===== src/rtl/xnor_match_tracker.sv =====
// Purpose: popcount and lock tracking of an XNOR match vector; optional err_cnt under XNOR_MATCH_ERRCNT_EN.
// Latency: 1 cycle from accepted sample to valid_out with updated results.
// Backpressure: none; a sample is accepted on every cycle with valid_in=1.
module xnor_match_tracker #(
    parameter int n        = 4,
    parameter int RUN_LEN  = 3,
    parameter int MISS_LIM = 2
) (
    input  logic                         clk,
    input  logic                         rst_n,
    input  logic                         clr,
    input  logic                         valid_in,
    input  logic [n-1:0]                 F_in,
    output logic                         valid_out,
    output logic [$clog2(n+1)-1:0]       ones_cnt,
    output logic                         all_match,
    output logic [$clog2(RUN_LEN+1)-1:0] run_cnt,
`ifdef XNOR_MATCH_ERRCNT_EN
    output logic [15:0]                  err_cnt,
`endif
    output logic                         locked
);

    localparam int CW = $clog2(n + 1);
    localparam int RW = $clog2(RUN_LEN + 1);
    localparam int MW = $clog2(MISS_LIM + 1);

    localparam logic [CW-1:0] N_CNT    = CW'(n);
    localparam logic [RW-1:0] RUN_MAX  = RW'(RUN_LEN);
    localparam logic [MW-1:0] MISS_MAX = MW'(MISS_LIM);

    typedef enum logic [1:0] {
        SEARCH  = 2'd0,
        CONFIRM = 2'd1,
        LOCKED  = 2'd2,
        HOLD    = 2'd3
    } state_t;

    state_t        state_q, state_d;
    logic [RW-1:0] run_cnt_q, run_cnt_d;
    logic [MW-1:0] miss_cnt_q, miss_cnt_d;
    logic [CW-1:0] ones_cnt_q, ones_cnt_d;
    logic          all_match_q, all_match_d;
    logic          valid_out_q, valid_out_d;
    logic          locked_q, locked_d;

    logic [CW-1:0] popcnt;
    logic          full;
    logic [RW-1:0] run_inc;
    logic [MW-1:0] miss_inc;

`ifdef XNOR_MATCH_ERRCNT_EN
    logic [15:0] err_cnt_q, err_cnt_d;
    logic [16:0] err_sum;
`endif

    always_comb begin
        popcnt = '0;
        for (int i = 0; i < n; i++) begin
            popcnt = popcnt + CW'(F_in[i]);
        end
    end

    assign full     = &F_in;
    assign run_inc  = run_cnt_q + RW'(1);
    assign miss_inc = miss_cnt_q + MW'(1);

`ifdef XNOR_MATCH_ERRCNT_EN
    // Mismatched bits are n - popcount; one extra bit detects wrap for saturation.
    assign err_sum = {1'b0, err_cnt_q} + 17'(N_CNT - popcnt);
`endif

    always_comb begin
        state_d     = state_q;
        run_cnt_d   = run_cnt_q;
        miss_cnt_d  = miss_cnt_q;
        ones_cnt_d  = ones_cnt_q;
        all_match_d = all_match_q;
        valid_out_d = 1'b0;
`ifdef XNOR_MATCH_ERRCNT_EN
        err_cnt_d   = err_cnt_q;
`endif

        if (clr) begin
            state_d     = SEARCH;
            run_cnt_d   = '0;
            miss_cnt_d  = '0;
            ones_cnt_d  = '0;
            all_match_d = 1'b0;
`ifdef XNOR_MATCH_ERRCNT_EN
            err_cnt_d   = '0;
`endif
        end else if (valid_in) begin
            valid_out_d = 1'b1;
            ones_cnt_d  = popcnt;
            all_match_d = (popcnt == N_CNT);
`ifdef XNOR_MATCH_ERRCNT_EN
            err_cnt_d   = err_sum[16] ? 16'hFFFF : err_sum[15:0];
`endif
            case (state_q)
                SEARCH: begin
                    if (full) begin
                        run_cnt_d = RW'(1);
                        state_d   = (RUN_LEN == 1) ? LOCKED : CONFIRM;
                    end else begin
                        run_cnt_d = '0;
                    end
                end
                CONFIRM: begin
                    if (full) begin
                        run_cnt_d = run_inc;
                        if (run_inc == RUN_MAX) begin
                            state_d = LOCKED;
                        end
                    end else begin
                        run_cnt_d = '0;
                        state_d   = SEARCH;
                    end
                end
                LOCKED: begin
                    if (full) begin
                        run_cnt_d = (run_cnt_q == RUN_MAX) ? RUN_MAX : run_inc;
                    end else begin
                        run_cnt_d = '0;
                        // A single miss drops lock outright when no hold window exists.
                        if (MISS_LIM == 1) begin
                            miss_cnt_d = '0;
                            state_d    = SEARCH;
                        end else begin
                            miss_cnt_d = MW'(1);
                            state_d    = HOLD;
                        end
                    end
                end
                HOLD: begin
                    if (full) begin
                        miss_cnt_d = '0;
                        run_cnt_d  = RW'(1);
                        state_d    = LOCKED;
                    end else if (miss_inc == MISS_MAX) begin
                        miss_cnt_d = '0;
                        state_d    = SEARCH;
                    end else begin
                        miss_cnt_d = miss_inc;
                    end
                end
                default: begin
                    state_d    = SEARCH;
                    run_cnt_d  = '0;
                    miss_cnt_d = '0;
                end
            endcase
        end

        locked_d = (state_d == LOCKED) || (state_d == HOLD);
    end

    always_ff @(posedge clk or negedge rst_n) begin
        if (!rst_n) begin
            state_q     <= SEARCH;
            run_cnt_q   <= '0;
            miss_cnt_q  <= '0;
            ones_cnt_q  <= '0;
            all_match_q <= 1'b0;
            valid_out_q <= 1'b0;
            locked_q    <= 1'b0;
        end else begin
            state_q     <= state_d;
            run_cnt_q   <= run_cnt_d;
            miss_cnt_q  <= miss_cnt_d;
            ones_cnt_q  <= ones_cnt_d;
            all_match_q <= all_match_d;
            valid_out_q <= valid_out_d;
            locked_q    <= locked_d;
        end
    end

`ifdef XNOR_MATCH_ERRCNT_EN
    always_ff @(posedge clk or negedge rst_n) begin
        if (!rst_n) begin
            err_cnt_q <= '0;
        end else begin
            err_cnt_q <= err_cnt_d;
        end
    end

    assign err_cnt = err_cnt_q;
`endif

    assign valid_out = valid_out_q;
    assign ones_cnt  = ones_cnt_q;
    assign all_match = all_match_q;
    assign run_cnt   = run_cnt_q;
    assign locked    = locked_q;

endmodule

===== config.mk =====
export PLATFORM = sky130hd
export DESIGN_NAME = xnor_match_tracker
export DESIGN_NICKNAME = d
export VERILOG_FILES = /design/src/rtl/xnor_match_tracker.sv
export SDC_FILE = /design/constraint.sdc
export NUM_CORES = 1
export LEC_CHECK = 0
export ABC_AREA = 0
export BUFFER_PORTS_ARGS = -buffer_cell sky130_fd_sc_hd__buf_2
export CORE_MARGIN = 2
export CORE_UTILIZATION = 51
export CTS_CLUSTER_DIAMETER = 120
export DETAILED_ROUTE_END_ITERATION = 16
export GPL_TIMING_DRIVEN = 0
export HOLD_SLACK_MARGIN = 0.02
export PLACE_DENSITY = 0.76
export SLEW_MARGIN = 20
export SYNTH_ARGS = -nofsm -noshare
export SYNTH_HDL_FRONTEND = slang
export SYNTH_SLANG_ARGS = --single-unit

===== constraint.sdc =====
create_clock -name clk -period 1.55 [get_ports clk]
set_clock_uncertainty 0.15 [all_clocks]
set_input_delay 0 -clock clk [delete_from_list [all_inputs] [get_ports clk]]
set_output_delay 0 -clock clk [all_outputs]
set_load 0.02 [all_outputs]

# --- After elaboration in Yosys (flattened, before gate mapping) ---
# Cells that the tools add are included.
classes:
  eq_ne: 11
  div: 0
  bitwise_logic: 0
  n_addsub: 5
  reduce_logical: 7
  n_mux: 29
  magnitude_cmp: 0
  n_shift: 0
  n_mul: 0
ops:
  columns: ["cell", "n"]
  rows:
  - ["$mux 2", 19]
  - ["$pmux 2 s4", 2]
  - ["$eq 2x2->1 const B", 7]
  - ["$mux 3", 2]
  - ["$ne 3x3->1 const B", 2]
  - ["$mux 1", 5]
  - ["$add 2x1->2 const B", 2]
  - ["$pmux 2 s2", 1]
  - ["$reduce_and 4->1", 1]
  - ["$add 2x1->3", 1]
  - ["$add 3x1->3", 1]
  - ["$eq 3x3->1 const B", 1]
  - ["$reduce_and 3->1", 1]
  - ["$reduce_bool 3->1", 1]
  - ["$add 1x1->2", 1]
  - ["$eq 2x1->1 const B", 1]
  - ["$logic_not 2->1", 1]
  - ["$reduce_and 2->1", 1]
  - ["$reduce_bool 2->1", 1]
  - ["$logic_or 1x1->1", 1]
word_totals:
  input_bits: 8
  romBits: 0
  mem_count: 0
  mem_bits_rw: 0
  output_inout_bits: 8
  latch_bits: 0
  reg_bits: 12
  elab_cells: 59

# --- Depth between registers and ports, before layout ---
depth:
  ltp_word: 9
  mapped_depth: 8
  ltp_nobuf: 8

# --- Worst setup path before layout ---
# No wires, ideal clock.
synth_path:
  path_kind: "input to register"
  startpoint: "in F_in[0]"
  endpoint: "reg all_match_q, in the netlist all_match"
  setup_ns: 0.072
  path_stages: 8
  slack_ns: -0.033
  required_ns: 1.328
  path_buffers: 0
  arrival_time_ns: 1.361
  path_cell_list: "inv_1 > fa_1 > inv_1 > ha_1 > ha_1 > nor3b_1 > mux2i_1 > nor2_1"
synth_via:
  elab_chain_cells: 6
synth_lines:
  columns: ["item", "line_no", "source"]
  rows:
  - ["start, declared", "13", "input logic [n-1:0] F_in,"]
  - ["$add 1x1->2", "60", "popcnt = popcnt + CW'(F_in[i]);"]
  - ["$add 2x1->3", "60", null]
  - ["$add 3x1->3", "60", null]
  - ["$eq 3x3->1", "96", "all_match_d = (popcnt == N_CNT);"]
  - ["$mux 1", "93", "end else if (valid_in) begin"]
  - ["$mux 1", "84", "if (clr) begin"]
  - ["end signal, assigned", "172", "all_match_q <= all_match_d;"]
  - ["end, declared", "43", "logic all_match_q, all_match_d;"]
# No other way between the ends. The select of a mux whose other input is x is not followed.
# A chain may end at the register's enable or synchronous reset.

# --- Worst setup path in the final report ---
# Same ends and word-level chain as after synthesis.

==> flow_summary.toml <==
[logic_synthesis]
syn_nets = 89
syn-mean-instance-area_um2 = 9.89
syn_area_um2 = 732
synth_top_family_by_area = "simple AND/OR/NAND/NOR gates"
synth-edff-count = 0
ys_top_cells_by_area = "dfrtp_1 41%, ha_1 10%, mux2i_1 6.8%, inv_1 4.1%, nor2_1 4.1%"
ys.flop_type = "dfrtp_1"
ys_ff_latch = 12
synth_cells = 74
synth_compound_area_frac = 0.0872
synth.top_cell.area_share = 0.410
async_flop_share = 1.00
synthMuxAreaShare = 0.0684
synth-xor-area-share = 0
synth_simple_gate_area_share = 0.229
synthDistinctLibCells = 26
yosys.area.top_type = "dfrtp_1"
synthAdderAreaFrac = 0.130
ys_seq_area_frac = 0.410
synth_warnings = 0

[floorplan]
std_cell_rows = 13
die_width_um = 41.9
core_area_um2 = 1320
dieHeight_um = 41.9
ios = 16
dieArea_um2 = 1750
start_util = 0.556

[sta]
finalSetupViolations = 0
tightestPinTransition_ns = 0.545
rsz0062_at_grt = "no"
slew_headroom = 0.635
fin_crit_ns = 1.49
max_freq_mhz = 670
fin_crit_sh = 0.962
maxSlewViolCount = 0
hold_violations = 0

[drt]
drc = 0
wl_per_cell_um = 13.3
ant_nets = 0
firstDrtPassIters = 5
route.vias.total = 633
drtIter0Drc = 8
vias_per_cell = 5.55
wirelength_mm = 1.51

[placement]
place.port_buffers = 15
dp_hpwl_mm = 1.06
dpl_cell_area_um2 = 846
place_inst = 104
gp_congestion = 0.717

[clocking]
cts_made_buffers = 3
cts.clk_slew.worst_paths_ns = 0.08
numClockSinks = 12
clkLatencyLatePin_ns = 0.27
clock_path_buffers = 2
clock-root-buffer = "clkbuf_4"
cts_tree = "done"
htree_num_levels = 1

[run]
max_cap_violations = 0

[setup_path]
crit_chain = "buf_2, inv_1, fa_1, inv_1, ha_2, ha_4, nor3b_2, mux2i_1, nor2_1"
slowest_delay_ns = 0.53
crit_required_ns = 1.60
cp_slowest_cell = "fa_1"
end_kind = "flip-flop"
start_kind = "input pin"
cp.arrival_ns = 1.54
crit_type = "in2reg"
crit_buf_inv = 3
crit_family = "adder cells"
cp_common_cell = "inv_1"
worstPathMaxFanout = 2

[finish]
nets = 115
fin_cells = 114
layout-drive-gt1-share = 0.313
area_growth_pct = 29.1
fillers = 107
antenna_cells = 0
finalInstanceArea_um2 = 945

[grt]
grt_start_max_net_pins = 13
overflow = 0
grt_pass1_vias = 540
groute.usage.overall = 0.194
antenna_found_initial = 0
grt_pass1_wl_mm = 2.55

[power_and_ir_drop]
vdd_ir_drop_max_uv = 553
p_per_area_nw_per_um2 = 731
leakagePower_nw = 0.465

[status]
status = "finished clean"

[min_path]
min_path_type = "in2reg"
==> worst min-delay path: cells and delay by family <==
| family | cells | cell delay (ns) |
|---|---|---|
| AO/OA/AOI/OAI | 2 | 0.20 |
| multiplexers | 1 | 0.13 |
| buffers and inverters | 1 | 0.11 |
==> state kept, by name (all words and copies together), names as in the netlist <==
name,cells
locked,1
ones_cnt,3
all_match,1
valid_out,1
miss_cnt_q,2
state_q,2
run_cnt,2
==> synth_stat cells (3+ instances only) <==
master,number
inv_1,8
ha_1,6
nand3_1,5
nand4_1,3
dfrtp_1,12
mux2i_1,5
nor2_1,8
nand2_1,4
==> where the power goes <==
group	internal (mW)	switching (mW)	total (mW)
Sequential	0.322	0.00376	0.325
Combinational	0.0519	0.0650	0.117
Clock	0.143	0.106	0.249
Total	0.516	0.175	0.691
==> through the flow <==
step,utilization,setup TNS (ns),setup slack [ns],hold slack (ns),power [mW]
after global routing,0.717,0,0.0130,0.0608,0.733
after global placement,0.642,-0.209,-0.185,-0.260,0.439
final,0.717,0,0.0585,0.0391,0.691
after detailed placement,0.642,-0.261,-0.209,-0.261,0.441
after CTS,0.705,0,0.00961,0.0328,0.698
after floorplan,-,0,0.00399,-0.446,0.402
==> routing by layer <==
layer,vias up,GRT usage,share of wire
met3,2,0.0652,0.045
met4,0,0.0581,0.0040
met5,-,0,0
li1,310,-,-
met2,23,0.322,0.50
met1,298,0.238,0.45
==> cell type report <==
class | count | area, µm² | area share
Tap cell | 15 | 18.8 | 0.0199
Timing Repair Buffer | 21 | 130 | 0.138
Buffer | 4 | 25.0 | 0.0265
Clock buffer | 4 | 36.3 | 0.0384
Inverter | 8 | 30.0 | 0.0318
Multi-Input combinational cell | 50 | 403 | 0.426
Sequential cell | 12 | 302 | 0.319
==> cells by family (layout without fill, tap and decap cells) <==
| group | count (synthesis) | count (layout) |
|---|---|---|
| compound gates | 8 | 8 |
| fa+ha+maj | 7 | 7 |
| buf+inv | 12 | 37 |
| flops | 12 | 12 |
| mux | 5 | 5 |
| simple gates | 30 | 30 |
==> path summary, 6_finish.rpt <==
| check | startpoint | slack (ns) | cells after the start | endpoint |
|---|---|---|---|---|
| min reg2reg | ones_cnt[1] | 0.37 | 2 | ones_cnt[1] |
| min | F_in[3] | 0.04 | 4 | miss_cnt_q[1] |
| max reg2reg | run_cnt[1] | 0.12 | 5 | run_cnt[1] |
| min in group asynchronous | rst_n | 0.66 | 3 | state_q[0] |
| max in group asynchronous | rst_n | 0.21 | 3 | run_cnt[0] |
| max | F_in[0] | 0.06 | 9 | all_match |
==> layout by cell type, fill, tap and decap left out <==
cell type,instances
dlygate4sd3_1,4
nand2b_1,1
a32oi_1,1
a2bb2oi_2,1
nand2_1,4
ha_1,4
o2111ai_1,1
o211ai_1,1
mux2i_1,5
nand4b_1,1
dfrtp_1,11
buf_4,4
and3b_1,1
buf_2,17
nand4_1,3
dfrtp_2,1
a311oi_1,1
a31oi_1,2
nor3b_1,1
nor3b_2,1
o221ai_1,1
ha_2,1
nor2_1,8
nand3b_1,2
and3_4,1
nand3_1,5
nor2b_1,1
fa_1,1
clkbuf_4,3
clkbuf_8,1
ha_4,1
inv_1,8
and2b_1,1
==> what timing repair did <==
action | in CTS | in global routing
gates cloned | 0 | 0
setup endpoints to repair | 2 | 3
hold endpoints to repair | 23 | 0
hold buffers | 4 | 0
gates resized for setup | 1 | 1
setup buffers | 0 | 2
(Power assumes the default switching activity.)
